===== config.mk =====
export PLATFORM = sky130hd
export DESIGN_NAME = muldiv_sequencer
export DESIGN_NICKNAME = d
export VERILOG_FILES = /design/src/rtl/muldiv_pkg.sv /design/src/rtl/muldiv_datapath.sv /design/src/rtl/muldiv_sequencer.sv
export SDC_FILE = /design/constraint.sdc
export NUM_CORES = 1
export LEC_CHECK = 0
export BUFFER_PORTS_ARGS = -buffer_cell sky130_fd_sc_hd__buf_2
export CAP_MARGIN = 0
export CORE_MARGIN = 10
export CORE_UTILIZATION = 55
export CTS_CLUSTER_SIZE = 28
export DETAILED_ROUTE_END_ITERATION = 10
export GPL_TIMING_DRIVEN = 1
export HOLD_SLACK_MARGIN = 0.15
export PLACE_DENSITY = 0.71
export SLEW_MARGIN = 20
export SYNTH_ARGS = -nofsm -noshare
export SYNTH_HDL_FRONTEND = slang
export SYNTH_HIERARCHICAL = 1
export SYNTH_SLANG_ARGS = --single-unit

===== constraint.sdc =====
create_clock -name clk -period 4.36 [get_ports clk]
set_clock_uncertainty 0.1 [all_clocks]
set_input_delay 0.218 -clock clk [delete_from_list [all_inputs] [get_ports clk]]
set_output_delay 0.218 -clock clk [all_outputs]
set_load 0.1 [all_outputs]

===== src/rtl/muldiv_pkg.sv =====
// Shared constants, state encoding and helpers for the multiply/divide unit.
package muldiv_pkg;

   localparam int unsigned XLEN = 32;
   localparam int unsigned ITER = 32;

   localparam logic [5:0] FUNCT_MFHI  = 6'h10;
   localparam logic [5:0] FUNCT_MTHI  = 6'h11;
   localparam logic [5:0] FUNCT_MFLO  = 6'h12;
   localparam logic [5:0] FUNCT_MTLO  = 6'h13;
   localparam logic [5:0] FUNCT_MULT  = 6'h18;
   localparam logic [5:0] FUNCT_MULTU = 6'h19;
   localparam logic [5:0] FUNCT_DIV   = 6'h1A;
   localparam logic [5:0] FUNCT_DIVU  = 6'h1B;

   typedef enum logic [1:0] {
      IDLE = 2'd0,
      RUN  = 2'd1,
      FIX  = 2'd2
   } state_t;

   // True for the four iterative operations.
   function automatic logic isMulDivFunct(input logic [5:0] funct);
      return (funct == FUNCT_MULT) || (funct == FUNCT_MULTU) ||
             (funct == FUNCT_DIV)  || (funct == FUNCT_DIVU);
   endfunction

   // True for the two direct HI/LO writes.
   function automatic logic isMoveFunct(input logic [5:0] funct);
      return (funct == FUNCT_MTHI) || (funct == FUNCT_MTLO);
   endfunction

   // Two's-complement negation of a 32-bit value.
   function automatic logic [XLEN-1:0] neg32(input logic [XLEN-1:0] x);
      return XLEN'(~x + XLEN'(1));
   endfunction

   // Two's-complement negation of a 64-bit value.
   function automatic logic [2*XLEN-1:0] neg64(input logic [2*XLEN-1:0] x);
      return (2*XLEN)'(~x + (2*XLEN)'(1));
   endfunction

endpackage


===== src/rtl/muldiv_datapath.sv =====
// Iterative unsigned shift-add multiplier / restoring divider on operand magnitudes.
module muldiv_datapath
   import muldiv_pkg::*;
(
   input  logic                clk,
   input  logic                reset,
   input  logic                load,
   input  logic                step,
   input  logic                isDiv,
   input  logic [XLEN-1:0]     opA,
   input  logic [XLEN-1:0]     opB,
   output logic [2*XLEN-1:0]   result
);

   // acc = {upper half (partial product / remainder), lower half (multiplier / quotient)}
   logic [2*XLEN-1:0] acc;
   logic [2*XLEN-1:0] accNext;
   logic [XLEN-1:0]   opBReg;
   logic [XLEN:0]     sum;
   logic [XLEN:0]     rem;
   logic [XLEN:0]     diff;

   // One iteration: conditional add-and-shift-right, or shift-left-and-trial-subtract.
   always_comb begin
      sum     = {1'b0, acc[2*XLEN-1:XLEN]} + {1'b0, opBReg};
      rem     = {acc[2*XLEN-1:XLEN], acc[XLEN-1]};
      diff    = rem - {1'b0, opBReg};
      accNext = acc;
      if (isDiv) begin
         if (!diff[XLEN]) begin
            accNext = {diff[XLEN-1:0], acc[XLEN-2:0], 1'b1};
         end else begin
            accNext = {rem[XLEN-1:0], acc[XLEN-2:0], 1'b0};
         end
      end else begin
         if (acc[0]) begin
            accNext = {sum, acc[XLEN-1:1]};
         end else begin
            accNext = {1'b0, acc[2*XLEN-1:1]};
         end
      end
   end

   // Accumulator and second-operand register.
   always_ff @(posedge clk) begin
      if (reset) begin
         acc    <= '0;
         opBReg <= '0;
      end else if (load) begin
         acc    <= {{XLEN{1'b0}}, opA};
         opBReg <= opB;
      end else if (step) begin
         acc    <= accNext;
      end
   end

   assign result = acc;

endmodule


===== src/rtl/muldiv_sequencer.sv =====
// Multiply/divide controller: FSM, iteration counter, sign fix-up, HI/LO and pipeline stall.
module muldiv_sequencer #(
   parameter int unsigned ITER = muldiv_pkg::ITER
) (
   input  logic                        clk,
   input  logic                        reset,
   input  logic                        Start,
   input  logic [5:0]                  ALUFunction,
   input  logic [muldiv_pkg::XLEN-1:0] RsData,
   input  logic [muldiv_pkg::XLEN-1:0] RtData,
   input  logic                        MFRead,
   output logic                        Stall,
   output logic                        Busy,
   output logic                        Done,
   output logic [muldiv_pkg::XLEN-1:0] HI,
   output logic [muldiv_pkg::XLEN-1:0] LO
);
   import muldiv_pkg::*;

   localparam int unsigned CNT_W = (ITER > 1) ? $clog2(ITER) : 1;

   state_t              state;
   state_t              stateNext;
   logic [CNT_W-1:0]    count;
   logic                load;
   logic                step;

   logic                opIsDiv;
   logic                negLo;
   logic                negHi;
   logic                divZero;

   logic                functMulDiv;
   logic                functMove;
   logic                acceptMulDiv;
   logic                signedOp;
   logic                rsNeg;
   logic                rtNeg;
   logic [XLEN-1:0]     magA;
   logic [XLEN-1:0]     magB;
   logic [2*XLEN-1:0]   raw;
   logic [2*XLEN-1:0]   product;
   logic [XLEN-1:0]     quot;
   logic [XLEN-1:0]     remd;

   // Decode the presented instruction and form operand magnitudes.
   always_comb begin
      functMulDiv  = isMulDivFunct(ALUFunction);
      functMove    = isMoveFunct(ALUFunction);
      acceptMulDiv = Start & functMulDiv;
      signedOp     = ~ALUFunction[0];
      rsNeg        = signedOp & RsData[XLEN-1];
      rtNeg        = signedOp & RtData[XLEN-1];
      magA         = rsNeg ? neg32(RsData) : RsData;
      magB         = rtNeg ? neg32(RtData) : RtData;
   end

   // Next state and datapath control.
   always_comb begin
      stateNext = state;
      load      = 1'b0;
      step      = 1'b0;
      case (state)
         IDLE: begin
            if (acceptMulDiv) begin
               stateNext = RUN;
               load      = 1'b1;
            end
         end
         RUN: begin
            step = 1'b1;
            if (count == CNT_W'(ITER - 1)) begin
               stateNext = FIX;
            end
         end
         FIX: begin
            stateNext = IDLE;
         end
         default: begin
            stateNext = IDLE;
         end
      endcase
   end

   // State register.
   always_ff @(posedge clk) begin
      if (reset) begin
         state <= IDLE;
      end else begin
         state <= stateNext;
      end
   end

   // Iteration counter and per-operation sign/kind flags captured at acceptance.
   always_ff @(posedge clk) begin
      if (reset) begin
         count   <= '0;
         opIsDiv <= 1'b0;
         negLo   <= 1'b0;
         negHi   <= 1'b0;
         divZero <= 1'b0;
      end else if (load) begin
         count   <= '0;
         opIsDiv <= ALUFunction[1];
         negLo   <= rsNeg ^ rtNeg;
         negHi   <= ALUFunction[1] ? rsNeg : (rsNeg ^ rtNeg);
         divZero <= ALUFunction[1] & (RtData == '0);
      end else if (step) begin
         count   <= count + CNT_W'(1);
      end
   end

   muldiv_datapath uDatapath (
      .clk    (clk),
      .reset  (reset),
      .load   (load),
      .step   (step),
      .isDiv  (opIsDiv),
      .opA    (magA),
      .opB    (magB),
      .result (raw)
   );

   // Signed fix-up of the magnitude result; divide-by-zero forces an all-ones quotient.
   always_comb begin
      product = negLo ? neg64(raw) : raw;
      quot    = divZero ? '1 : (negLo ? neg32(raw[XLEN-1:0]) : raw[XLEN-1:0]);
      remd    = negHi ? neg32(raw[2*XLEN-1:XLEN]) : raw[2*XLEN-1:XLEN];
   end

   // HI/LO: written by the FIX edge or by an accepted MTHI/MTLO.
   always_ff @(posedge clk) begin
      if (reset) begin
         HI <= '0;
         LO <= '0;
      end else if (state == FIX) begin
         if (opIsDiv) begin
            HI <= remd;
            LO <= quot;
         end else begin
            HI <= product[2*XLEN-1:XLEN];
            LO <= product[XLEN-1:0];
         end
      end else if ((state == IDLE) && Start) begin
         if (ALUFunction == FUNCT_MTHI) begin
            HI <= RsData;
         end
         if (ALUFunction == FUNCT_MTLO) begin
            LO <= RsData;
         end
      end
   end

   // Status decoded from state; stall is combinational so the held instruction retries in IDLE.
   assign Busy  = (state != IDLE);
   assign Done  = (state == FIX);
   assign Stall = Busy & (MFRead | (Start & (functMulDiv | functMove)));

endmodule


==> flow_summary_export.csv, run 1 <==
group,metric,value,unit
outcome,status,"complete, no violations",
logic_synthesis,yosysTopAreaCell,"dfxtp_1",
logic_synthesis,synth_simple_gate_area_share,21.38,%
cts,insertion_delay,0.46,ns
logic_synthesis,synth_area_leaders,"dfxtp_1 (23%), a21oi_1 (6.5%), mux2i_1 (6.3%), ha_1 (5.9%), nor2_1 (5.8%)",
cts,htreeDepth,4,
detailed_routing,drt_first_pass_iters,6,
place,dp.cells,2339,
worst_hold_path,hold_class,"input port to register",
detailed_routing,vias,16070,
logic_synthesis,synth_common_cells,"nor2_1 (230), a21oi_1 (193), dfxtp_1 (171)",
run,maxCapViolations,0,
worst_setup_path,r2r_end,"uDatapath/result[60]$_SDFFE_PP0P_",
logic_synthesis,synth_xor_area_share,9.138,%
layout,drive_gt1_share,12.88,%
timing,hold_slack,0.1712,ns
global_routing,grt.total_usage,31.05,%
detailed_routing,totalWireLength,53.82,mm
floorplan,die_area,33980,sq um
detailed_routing,drc_errors,0,
timing,clock.fmax,255.2,MHz
logic_synthesis,ys_async_sr_fraction,0,%
logic_synthesis,synthesis.nets,2096,
cts,clkTransAtPathRegs,0.08,ns
timing,setup_viol,0,
logic_synthesis,seq_area_frac_synth,23.04,%
worst_setup_path,r2r_start,"uDatapath/result[31]$_SDFFE_PP0P_",
global_routing,antenna_found_initial,0,
layout,finalNonFillerCells,2437,
logic_synthesis,postSynthAreaPerCell,7.618,sq um
logic_synthesis,synth_ff_type,"dfxtp_1",
floorplan,num_io_pins,141,
cts,cts_root_buf,"clkbuf_16",
place,port_buffers,140,
power,peakVddDrop,242.4,uV
logic_synthesis,muxShareOfSynthArea,6.873,%
worst_setup_path,slowest_delay,0.47,ns
logic_synthesis,ys_types,99,
place,place_congestion,1.042,
floorplan,initial_core_util,55.43,%
global_routing,gr-total-overflow,0,
cts,cts-buffers-inserted,17,
timing,period_share,89.86,%
logic_synthesis,yosysTopAreaCellShare,23.04,%
worst_setup_path,endpoint_kind,"register",
timing,rsz0062_at_grt,"false",
layout,final_util,63.81,%
timing,drv_slew,0,
logic_synthesis,synth_seq_cells,171,
detailed_routing,wl_per_cell,22.09,um
timing,slew_headroom,31.40,%
logic_synthesis,synth_area,14860,sq um
power,power,4.401,mW
power,p_leak,6.779,nW
timing,worstMarginPinSlew,1.029,ns
worst_hold_path,min_from,"RtData[1]",
worst_setup_path,cp_slowest_cell,"dfxtp_1",
timing,setup_tns,0,ns
worst_setup_path,crit_fanout,47,
global_routing,grt_max_degree,101,
place,dpl.hpwl,39.13,mm
cts,cts_buffer_depth,2,
timing,period_needed,3.918,ns
floorplan,core.rowCount,60,
worst_setup_path,rr_worst_depth,14,
worst_setup_path,arrival,4.21,ns
logic_synthesis,synth_top_family_by_area,"compound AO/OA/AOI/OAI gates",
layout,syn_to_final_growth,15.12,%
logic_synthesis,yosys_warnings,6,
detailed_routing,detail_route.iter0.violations,1685,
timing,finalHoldViolCount,0,
worst_setup_path,worstSetupPathType,"register to register",
logic_synthesis,synth_most_common_cell,"nor2_1",
layout,nNetsFinal,2229,
logic_synthesis,synth-edff-count,0,
floorplan,die_h,184.3,um
logic_synthesis,synthAdderAreaFrac,6.165,%
worst_setup_path,critPathRequiredTime,4.66,ns
worst_setup_path,crit_chain,"inv_1 -> ha_1 -> fa_1 -> nand2b_1 -> a21oi_1 -> o41a_1 -> o211ai_2 -> a31oi_1 -> o22ai_2 -> xor2_4 -> buf_12 -> mux2i_1 -> a2111oi_2 -> a22o_1",
detailed_routing,final_antenna_net_count,0,
worst_setup_path,cp-start-kind,"register",
global_routing,grt_pass1_vias,15240,
floorplan,coreArea,26800,sq um
power,power_density,257.4,nW/um^2
cts,ctsResizeCount,0,
layout,antenna_cells,0,
detailed_routing,routed_via_density,6.594,
logic_synthesis,synth_compound_area_share,28.35,%
worst_setup_path,r2r_slack,0.44,ns
logic_synthesis,syn_inst,1950,
cts,cts_tree,"yes",
worst_hold_path,whs_path_depth,5,
cts,clock-sinks,171,
floorplan,die_x,184.3,um
worst_hold_path,hold_end,"uDatapath/opBReg[3]$_SDFFE_PP0P_",
layout,fillCellCount,2393,
global_routing,grt_pass1_wl,84.77,mm
critical path: cells and delay by family, from the launching register on:
| family | cells | cell delay, ns |
|---|---|---|
| AOI/OAI and AO/OA | 7 | 1.71 |
| and+or+nand+nor | 1 | 0.21 |
| adders and majority gates | 2 | 0.63 |
| DFF | 1 | 0.47 |
| xor gates and xnor gates | 1 | 0.17 |
| muxes | 1 | 0.15 |
| buffers and inverters | 2 | 0.42 |
per-stage QoR:
step / setup slack [ns] / area [sq um]
final: 0.4422 / 17100
after global routing: 0.1105 / 17100
after CTS: 0.5252 / 17100
after detailed placement: 0.5703 / 15790
after global placement: 0.6542 / 15790
after floorplan: 1.035 / 14860
registers in the layout, indices dropped and copies added (netlist names):
signal            flops
uDatapath/result     64
divZero               1
state                 2
LO                   32
opIsDiv               1
count                 5
negHi                 1
uDatapath/opBReg     32
negLo                 1
HI                   32
logic make-up (layout without fill, tap and decap cells):
logic type,count (synthesis),after routing
XOR/XNOR,155,155
multiplexers,101,101
AND/OR/NAND/NOR,628,628
flip-flops,171,171
adder cells (fa/ha/maj),72,72
buffers and inverters,191,337
AO/OA/AOI/OAI,632,632
placed cells by master, fill, tap and decap left out, types with 63 or more instances in the layout:
master,instances
a21oi_1,193
buf_2,139
dfxtp_1,170
dlygate4sd3_1,66
ha_1,70
inv_1,63
mux2i_1,93
nand2_1,108
nor2_1,230
o21ai_0,98
xnor2_1,90
xor2_1,64
worst max path at each step:
stage / slack [ns] / cells after the start / endpoint / start
floorplan: 1.03 / 10 / uDatapath/opBReg[23]$_SDFFE_PP0P_ / state[1]$_SDFFE_PP0P_
global placement: 0.65 / 12 / uDatapath/result[63]$_SDFFE_PP0P_ / uDatapath/result[32]$_SDFFE_PP0P_
detailed placement: 0.57 / 14 / uDatapath/result[60]$_SDFFE_PP0P_ / uDatapath/result[31]$_SDFFE_PP0P_
CTS: 0.53 / 14 / uDatapath/result[60]$_SDFFE_PP0P_ / uDatapath/result[31]$_SDFFE_PP0P_
global route: 0.11 / 12 / uDatapath/result[63]$_SDFFE_PP0P_ / uDatapath/result[32]$_SDFFE_PP0P_
finish: 0.44 / 14 / uDatapath/result[60]$_SDFFE_PP0P_ / uDatapath/result[31]$_SDFFE_PP0P_
per-layer routing:
layer / up-vias / GRT usage, % / wire length, um
li1: 7512 / - / -
met1: 7421 / 39.11 / 21790
met2: 959 / 50.00 / 24590
met3: 177 / 4.981 / 4725
met4: 0 / 16.22 / 2721
met5: - / 0 / 0
report_power, final:
group	leakage [nW]	internal (mW)	switching [mW]
Sequential	1.38	1.58	0.0438
Combinational	5.08	0.414	0.664
Clock	0.316	0.893	0.806
Total	6.78	2.89	1.51
cell type report:
class | count | area, sq um | area share (%)
clock buffers | 17 | 425.4 | 2.488
multi-input cells | 1588 | 10710 | 62.63
clock inverters | 15 | 229.0 | 1.339
well taps | 341 | 426.7 | 2.495
repair buffers | 238 | 1629 | 9.526
inverters | 67 | 254.0 | 1.485
flip-flops and latches | 171 | 3427 | 20.04
repair_timing:
action,CTS,global route
setup buffers,0,0
hold endpoints to repair,106,0
setup endpoints to repair,0,0
hold buffers,66,0
Note: power is estimated with default switching activity, not from simulation.
==> run 2: changes to the inputs <==
--- a/config.mk
+++ b/config.mk
@@ -13,9 +13,8 @@
 export DETAILED_ROUTE_END_ITERATION = 10
 export GPL_TIMING_DRIVEN = 1
 export HOLD_SLACK_MARGIN = 0.15
-export PLACE_DENSITY = 0.71
+export PLACE_DENSITY = 0.74
 export SLEW_MARGIN = 20
 export SYNTH_ARGS = -nofsm -noshare
 export SYNTH_HDL_FRONTEND = slang
-export SYNTH_HIERARCHICAL = 1
 export SYNTH_SLANG_ARGS = --single-unit
==> flow_summary_export.csv, run 2 <==
group,metric,value,unit
cts,insertion_delay,0.45,ns
logic_synthesis,yosys_warnings,0,
detailed_routing,drc_errors,0,
worst_setup_path,path_depth,12,
layout,largest_reg_flops,64,
power,p_leak,6.861,nW
timing,clock.fmax,275.1,MHz
detailed_routing,wl_per_cell,20.47,um
timing,drv_slew,0,
timing,slew_headroom,22.86,%
cts,cts_root_buf,"clkbuf_16",
floorplan,initial_core_util,56.28,%
floorplan,die_x,181.0,um
detailed_routing,drt_first_pass_iters,6,
worst_setup_path,slowest_delay,0.56,ns
layout,mostFrequentLayoutCells,"nor2_1 (177), dfxtp_1 (170), a21oi_1 (161), buf_2 (139)",
worst_setup_path,arrival,3.89,ns
layout,fillCellCount,2180,
cts,cts-buffers-inserted,17,
place,dpl.hpwl,34.40,mm
cts,cts_buffer_depth,2,
global_routing,grt_max_degree,78,
place,pre_cts_slack,0.7431,ns
layout,nNetsFinal,2114,
floorplan,coreArea,25330,sq um
worst_setup_path,critPathMostFrequentCell,"or4_4",
logic_synthesis,synth_common_cells,"nor2_1 (178), dfxtp_1 (171), a21oi_1 (162)",
worst_setup_path,cp-start-kind,"register",
timing,worstMarginPinSlew,1.153,ns
worst_setup_path,rr_worst_depth,12,
floorplan,die_area,32760,sq um
power,peakVddDrop,225.3,uV
place,port_buffers,140,
floorplan,core.rowCount,58,
power,power_density,248.1,nW/um^2
worst_setup_path,critPathTopFamily,"simple AND/OR/NAND/NOR gates",
logic_synthesis,synth_area,14250,sq um
timing,period_share,83.37,%
detailed_routing,vias,14490,
logic_synthesis,synth-edff-count,0,
outcome,status,"complete, no violations",
worst_setup_path,path_buf_inv,1,
worst_setup_path,crit_chain,"inv_1 -> ha_1 -> or3b_4 -> or4_4 -> nand3b_4 -> or4_4 -> o22ai_1 -> a22oi_1 -> o41ai_2 -> xnor2_1 -> nor2_1 -> a211oi_1",
worst_setup_path,critPathRequiredTime,4.61,ns
run,maxCapViolations,0,
cts,clkTransAtPathRegs,0.07,ns
logic_synthesis,synth_seq_cells,171,
layout,syn_to_final_growth,15.46,%
worst_setup_path,endpoint_kind,"register",
worst_setup_path,crit_fanout,6,
worst_setup_path,worstSetupPathType,"register to register",
timing,period_needed,3.635,ns
cts,clock-sinks,171,
logic_synthesis,seq_area_frac_synth,24.02,%
place,place_congestion,0.9713,
cts,htreeDepth,4,
logic_synthesis,syn_inst,1843,
layout,layout_commonest_cell,"nor2_1",
logic_synthesis,postSynthAreaPerCell,7.734,sq um
cts,cts_tree,"yes",
worst_hold_path,hold_class,"input port to register",
detailed_routing,detail_route.iter0.violations,1361,
logic_synthesis,yosysTopAreaCell,"dfxtp_1",
timing,rsz0062_at_grt,"false",
floorplan,num_io_pins,141,
detailed_routing,final_antenna_net_count,0,
timing,setup_tns,0,ns
worst_setup_path,cp_slowest_cell,"or4_4",
logic_synthesis,yosysTopAreaCellShare,24.02,%
logic_synthesis,synth_most_common_cell,"nor2_1",
timing,finalHoldViolCount,0,
layout,antenna_cells,0,
layout,drive_gt1_share,12.47,%
detailed_routing,totalWireLength,47.30,mm
global_routing,grt.total_usage,27.67,%
global_routing,grt_pass1_vias,14220,
floorplan,die_h,181.0,um
worst_hold_path,whs_path_depth,2,
timing,setup_ws,0.7251,ns
global_routing,grt_pass1_wl,75.60,mm
global_routing,gr-total-overflow,0,
detailed_routing,routed_via_density,6.274,
logic_synthesis,synth_area_leaders,"dfxtp_1 (24%), mux2i_1 (7.8%), a211oi_1 (6.4%), xor2_1 (6.3%), ha_1 (6.1%)",
power,power,4.082,mW
logic_synthesis,ys_types,77,
timing,setup_viol,0,
global_routing,antenna_found_initial,0,
logic_synthesis,synth_ff_type,"dfxtp_1",
logic_synthesis,synthesis.nets,1989,
logic_synthesis,ys_async_sr_fraction,0,%
## run 2: cell count changes in the layout (fill, tap and decap cells not counted), sizes merged, moves of 21 or more
| cell | change |
|---|---|
| o21ai | +21 |
| a22oi | -22 |
| a21oi | -31 |
| nor2 | -53 |
| a211oi | +64 |
| xor2 | +37 |
| nand3 | -30 |
## run 2: worst reg2reg max path: cells and delay by family (launching register included)
family / cells / cell delay (ns)
simple gates: 5 / 1.82
fa+ha+maj: 1 / 0.16
flops: 1 / 0.39
compound gates: 4 / 0.79
xor+xnor: 1 / 0.18
buf+inv: 1 / 0.11
## run 2: what timing repair did
| item | in CTS | in global routing |
|---|---|---|
| hold buffers | 72 | 0 |
| hold endpoints to repair | 124 | 0 |
| setup buffers | 0 | 0 |
| resized for setup | 0 | 0 |
## run 2: worst paths after layout
check / start / end / slack, ns
hold reg to reg: count[4]$_SDFFE_PP0P_ / count[4]$_SDFFE_PP0P_ / 0.37
hold / removal: reset / negHi$_SDFFE_PP0P_ / 0.20
setup / recovery: uDatapath.result[0]$_SDFFE_PP0P_ / HI[22]$_SDFFE_PP0P_ / 0.73
setup reg to reg: uDatapath.result[0]$_SDFFE_PP0P_ / HI[22]$_SDFFE_PP0P_ / 0.73
## run 2: metrics by stage
step	util (%)	hold slack, ns	instances	area [sq um]
after floorplan	-	0.2540	1843	14250
after global placement	59.76	0.3468	2207	15130
after detailed placement	59.76	0.3577	2207	15130
after CTS	64.97	0.1787	2310	16450
after global routing	64.98	0.2132	2310	16460
final	64.98	0.1974	2310	16460
## run 2: kinds of logic after synthesis
logic type      count (synthesis)  synth area share, %
compound gates                613                28.21
simple gates                  492                16.82
buf+inv                       203                5.469
xor+xnor                      173                10.63
flops                         171                24.02
mux                           119                8.427
fa+ha+maj                      72                6.426
## run 2: cell type report
class | count | area, sq um | share of cell area [%]
multi-input combinational | 1469 | 10100 | 61.36
sequential | 171 | 3427 | 20.82
timing repair buffer | 244 | 1677 | 10.19
clock buffer | 17 | 425.4 | 2.585
tap | 330 | 412.9 | 2.509
inverter | 65 | 244.0 | 1.483
clock inverter | 14 | 173.9 | 1.057
## run 2: power by group
group	total, mW	leakage, nW	switching [mW]	internal, mW
registers	1.61	1.38	0.0307	1.58
clock network	1.59	0.295	0.766	0.823
logic	0.883	5.19	0.513	0.369
total	4.08	6.86	1.31	2.77
## run 2: per-layer routing
| metal | vias to the layer above | track usage (%) | routed length, um |
|---|---|---|---|
| met5 | - | 0 | 0 |
| met4 | 0 | 10.12 | 1499 |
| met3 | 105 | 5.035 | 3408 |
| met2 | 582 | 46.50 | 22180 |
| met1 | 6755 | 34.59 | 20210 |
| li1 | 7050 | - | - |
==> run 3: changes to the inputs <==
--- a/config.mk
+++ b/config.mk
@@ -13,7 +13,7 @@
 export DETAILED_ROUTE_END_ITERATION = 10
 export GPL_TIMING_DRIVEN = 1
 export HOLD_SLACK_MARGIN = 0.15
-export PLACE_DENSITY = 0.74
+export PLACE_DENSITY = 0.77
 export SLEW_MARGIN = 20
 export SYNTH_ARGS = -nofsm -noshare
 export SYNTH_HDL_FRONTEND = slang
==> constraint.sdc (replaced) <==
create_clock -name clk -period 3.25 [get_ports clk]
set_clock_uncertainty 0.1 [all_clocks]
set_input_delay 0.1625 -clock clk [delete_from_list [all_inputs] [get_ports clk]]
set_output_delay 0.1625 -clock clk [all_outputs]
set_load 0.1 [all_outputs]
==> flow_summary_export.csv, run 3 (synthesis gave the netlist of run 2 again) <==
group,metric,value,unit
power,p_leak,7.671,nW
detailed_routing,drc_errors,0,
timing,finalHoldViolCount,0,
timing,rsz0062_at_grt,"true",
timing,worstMarginPinSlew,0.8643,ns
cts,clkTransAtPathRegs,0.07,ns
layout,antenna_cells,0,
layout,syn_to_final_growth,25.89,%
timing,period_needed,3.188,ns
worst_setup_path,path_depth,13,
power,power_density,328.9,nW/um^2
worst_hold_path,whs_path_depth,4,
place,place_congestion,0.9787,
outcome,status,"complete, no violations",
cts,cts_root_buf,"clkbuf_16",
cts,clock-sinks,171,
worst_setup_path,critPathRequiredTime,3.47,ns
layout,largest_reg_flops,64,
layout,mostFrequentLayoutCells,"nor2_1 (177), dfxtp_1 (164), buf_4 (162), a21oi_1 (151), buf_2 (139)",
timing,drv_slew,0,
floorplan,num_io_pins,141,
timing,period_share,98.10,%
timing,clock.fmax,313.7,MHz
cts,cts-buffers-inserted,17,
cts,cts_tree,"yes",
run,maxCapViolations,0,
worst_setup_path,crit_fanout,7,
detailed_routing,detail_route.iter0.violations,1742,
global_routing,gr-total-overflow,0,
place,dp.cells,2337,
worst_setup_path,slowest_delay,0.34,ns
cts,htreeDepth,4,
timing,setup_viol,0,
floorplan,die_area,32760,sq um
layout,stdcell_area,17940,sq um
detailed_routing,routed_via_density,6.355,
worst_setup_path,rr_worst_depth,13,
cts,cts_buffer_depth,2,
worst_setup_path,critPathTopFamily,"compound AO/OA/AOI/OAI gates",
global_routing,grt_max_degree,70,
floorplan,die_h,181.0,um
detailed_routing,drt_first_pass_iters,6,
worst_setup_path,path_buf_inv,3,
detailed_routing,final_antenna_net_count,0,
timing,slew_headroom,42.38,%
worst_setup_path,cp_slowest_cell,"dfxtp_1",
worst_setup_path,cp-start-kind,"register",
floorplan,coreArea,25330,sq um
layout,nNetsFinal,2254,
detailed_routing,totalWireLength,52.56,mm
cts,insertion_delay,0.44,ns
layout,finalNonFillerCells,2451,
layout,drive_gt1_share,20.70,%
worst_setup_path,endpoint_kind,"register",
worst_hold_path,hold_class,"input port to register",
place,port_buffers,140,
place,dpl.hpwl,37.03,mm
detailed_routing,vias,15580,
floorplan,core.rowCount,58,
place,placed_area,16150,sq um
worst_setup_path,worstSetupPathType,"register to register",
detailed_routing,wl_per_cell,21.44,um
power,peakVddDrop,243.9,uV
floorplan,initial_core_util,56.28,%
global_routing,grt_pass1_wl,82.20,mm
global_routing,grt_pass1_vias,14990,
worst_setup_path,critPathMostFrequentCell,"a211oi_4",
global_routing,grt.total_usage,30.14,%
layout,layout_commonest_cell,"nor2_1",
worst_setup_path,arrival,3.41,ns
floorplan,die_x,181.0,um
layout,final_util,70.85,%
worst_setup_path,crit_chain,"inv_1 -> ha_1 -> a21o_1 -> or3_4 -> o211ai_1 -> and3_4 -> a211oi_4 -> a211oi_4 -> buf_6 -> buf_12 -> mux2_2 -> a21oi_1 -> o21ai_0",
global_routing,antenna_found_initial,0,
## run 3: changes by cell type in the layout (fill, tap and decap cells not counted), sizes merged
cell,change
buf,+136
clkbuf,+2
dlygate4sd3,+2
clkinvlp,+1
## run 3: repair_timing
action,4_1_cts,5_1_grt
endpoints found under the setup margin,37,46
pin swaps,8,22
gates cloned,1,2
hold buffers,74,0
resized for setup,13,57
setup buffers,1,4
endpoints found under the hold margin,125,0
## run 3: worst paths after layout
kind	startpoint	endpoint	slack, ns
max	uDatapath.opBReg[5]$_SDFFE_PP0P_	uDatapath.result[38]$_SDFFE_PP0P_	0.06
min	RsData[6]	HI[6]$_SDFFE_PP0P_	0.16
max reg2reg	uDatapath.opBReg[5]$_SDFFE_PP0P_	uDatapath.result[38]$_SDFFE_PP0P_	0.06
min reg2reg	count[4]$_SDFFE_PP0P_	count[4]$_SDFFE_PP0P_	0.38
## run 3: final cells by class
class	count	area [sq um]
Sequential cell	171	3435
Fill cell	2020	7383
Inverter	65	244.0
Timing Repair Buffer	384	2833
Tap cell	330	412.9
Multi-Input combinational cell	1469	10400
Clock inverter	15	196.4
Clock buffer	17	425.4
## run 3: per-stage QoR
stage / power (mW) / hold WS, ns / TNS [ns] / setup slack [ns]
floorplan: 2.985 / 0.1985 / -0.03713 / -0.01994
global placement: 3.422 / 0.3492 / -0.3973 / -0.08372
detailed placement: 3.434 / 0.3742 / -1.320 / -0.1310
CTS: 5.745 / 0.1511 / 0 / 0.009481
global route: 6.080 / 0.1841 / -0.4066 / -0.03876
finish: 5.902 / 0.1604 / 0 / 0.06188
## run 3: worst reg2reg max path: stages (launching register included)
cell and delay (ns):
dfxtp_1 0.34, inv_1 0.06, ha_1 0.30, a21o_1 0.20
or3_4 0.34, o211ai_1 0.27, and3_4 0.28, a211oi_4 0.08
a211oi_4 0.25, buf_6 0.19, buf_12 0.14, mux2_2 0.33
a21oi_1 0.13, o21ai_0 0.08
## run 3: power by group
| part | switching [mW] | internal (mW) |
|---|---|---|
| Sequential | 0.0288 | 2.12 |
| Combinational | 0.826 | 0.716 |
| Clock | 1.09 | 1.12 |
| Total | 1.95 | 3.95 |
## run 3: metal layers
| layer | global-route usage (%) | wire length, um | vias to the layer above |
|---|---|---|---|
| met5 | 0 | 0 | - |
| met4 | 11.39 | 2080 | 0 |
| met3 | 5.774 | 4695 | 136 |
| met2 | 50.71 | 24350 | 804 |
| met1 | 37.32 | 21440 | 7317 |
| li1 | - | - | 7320 |
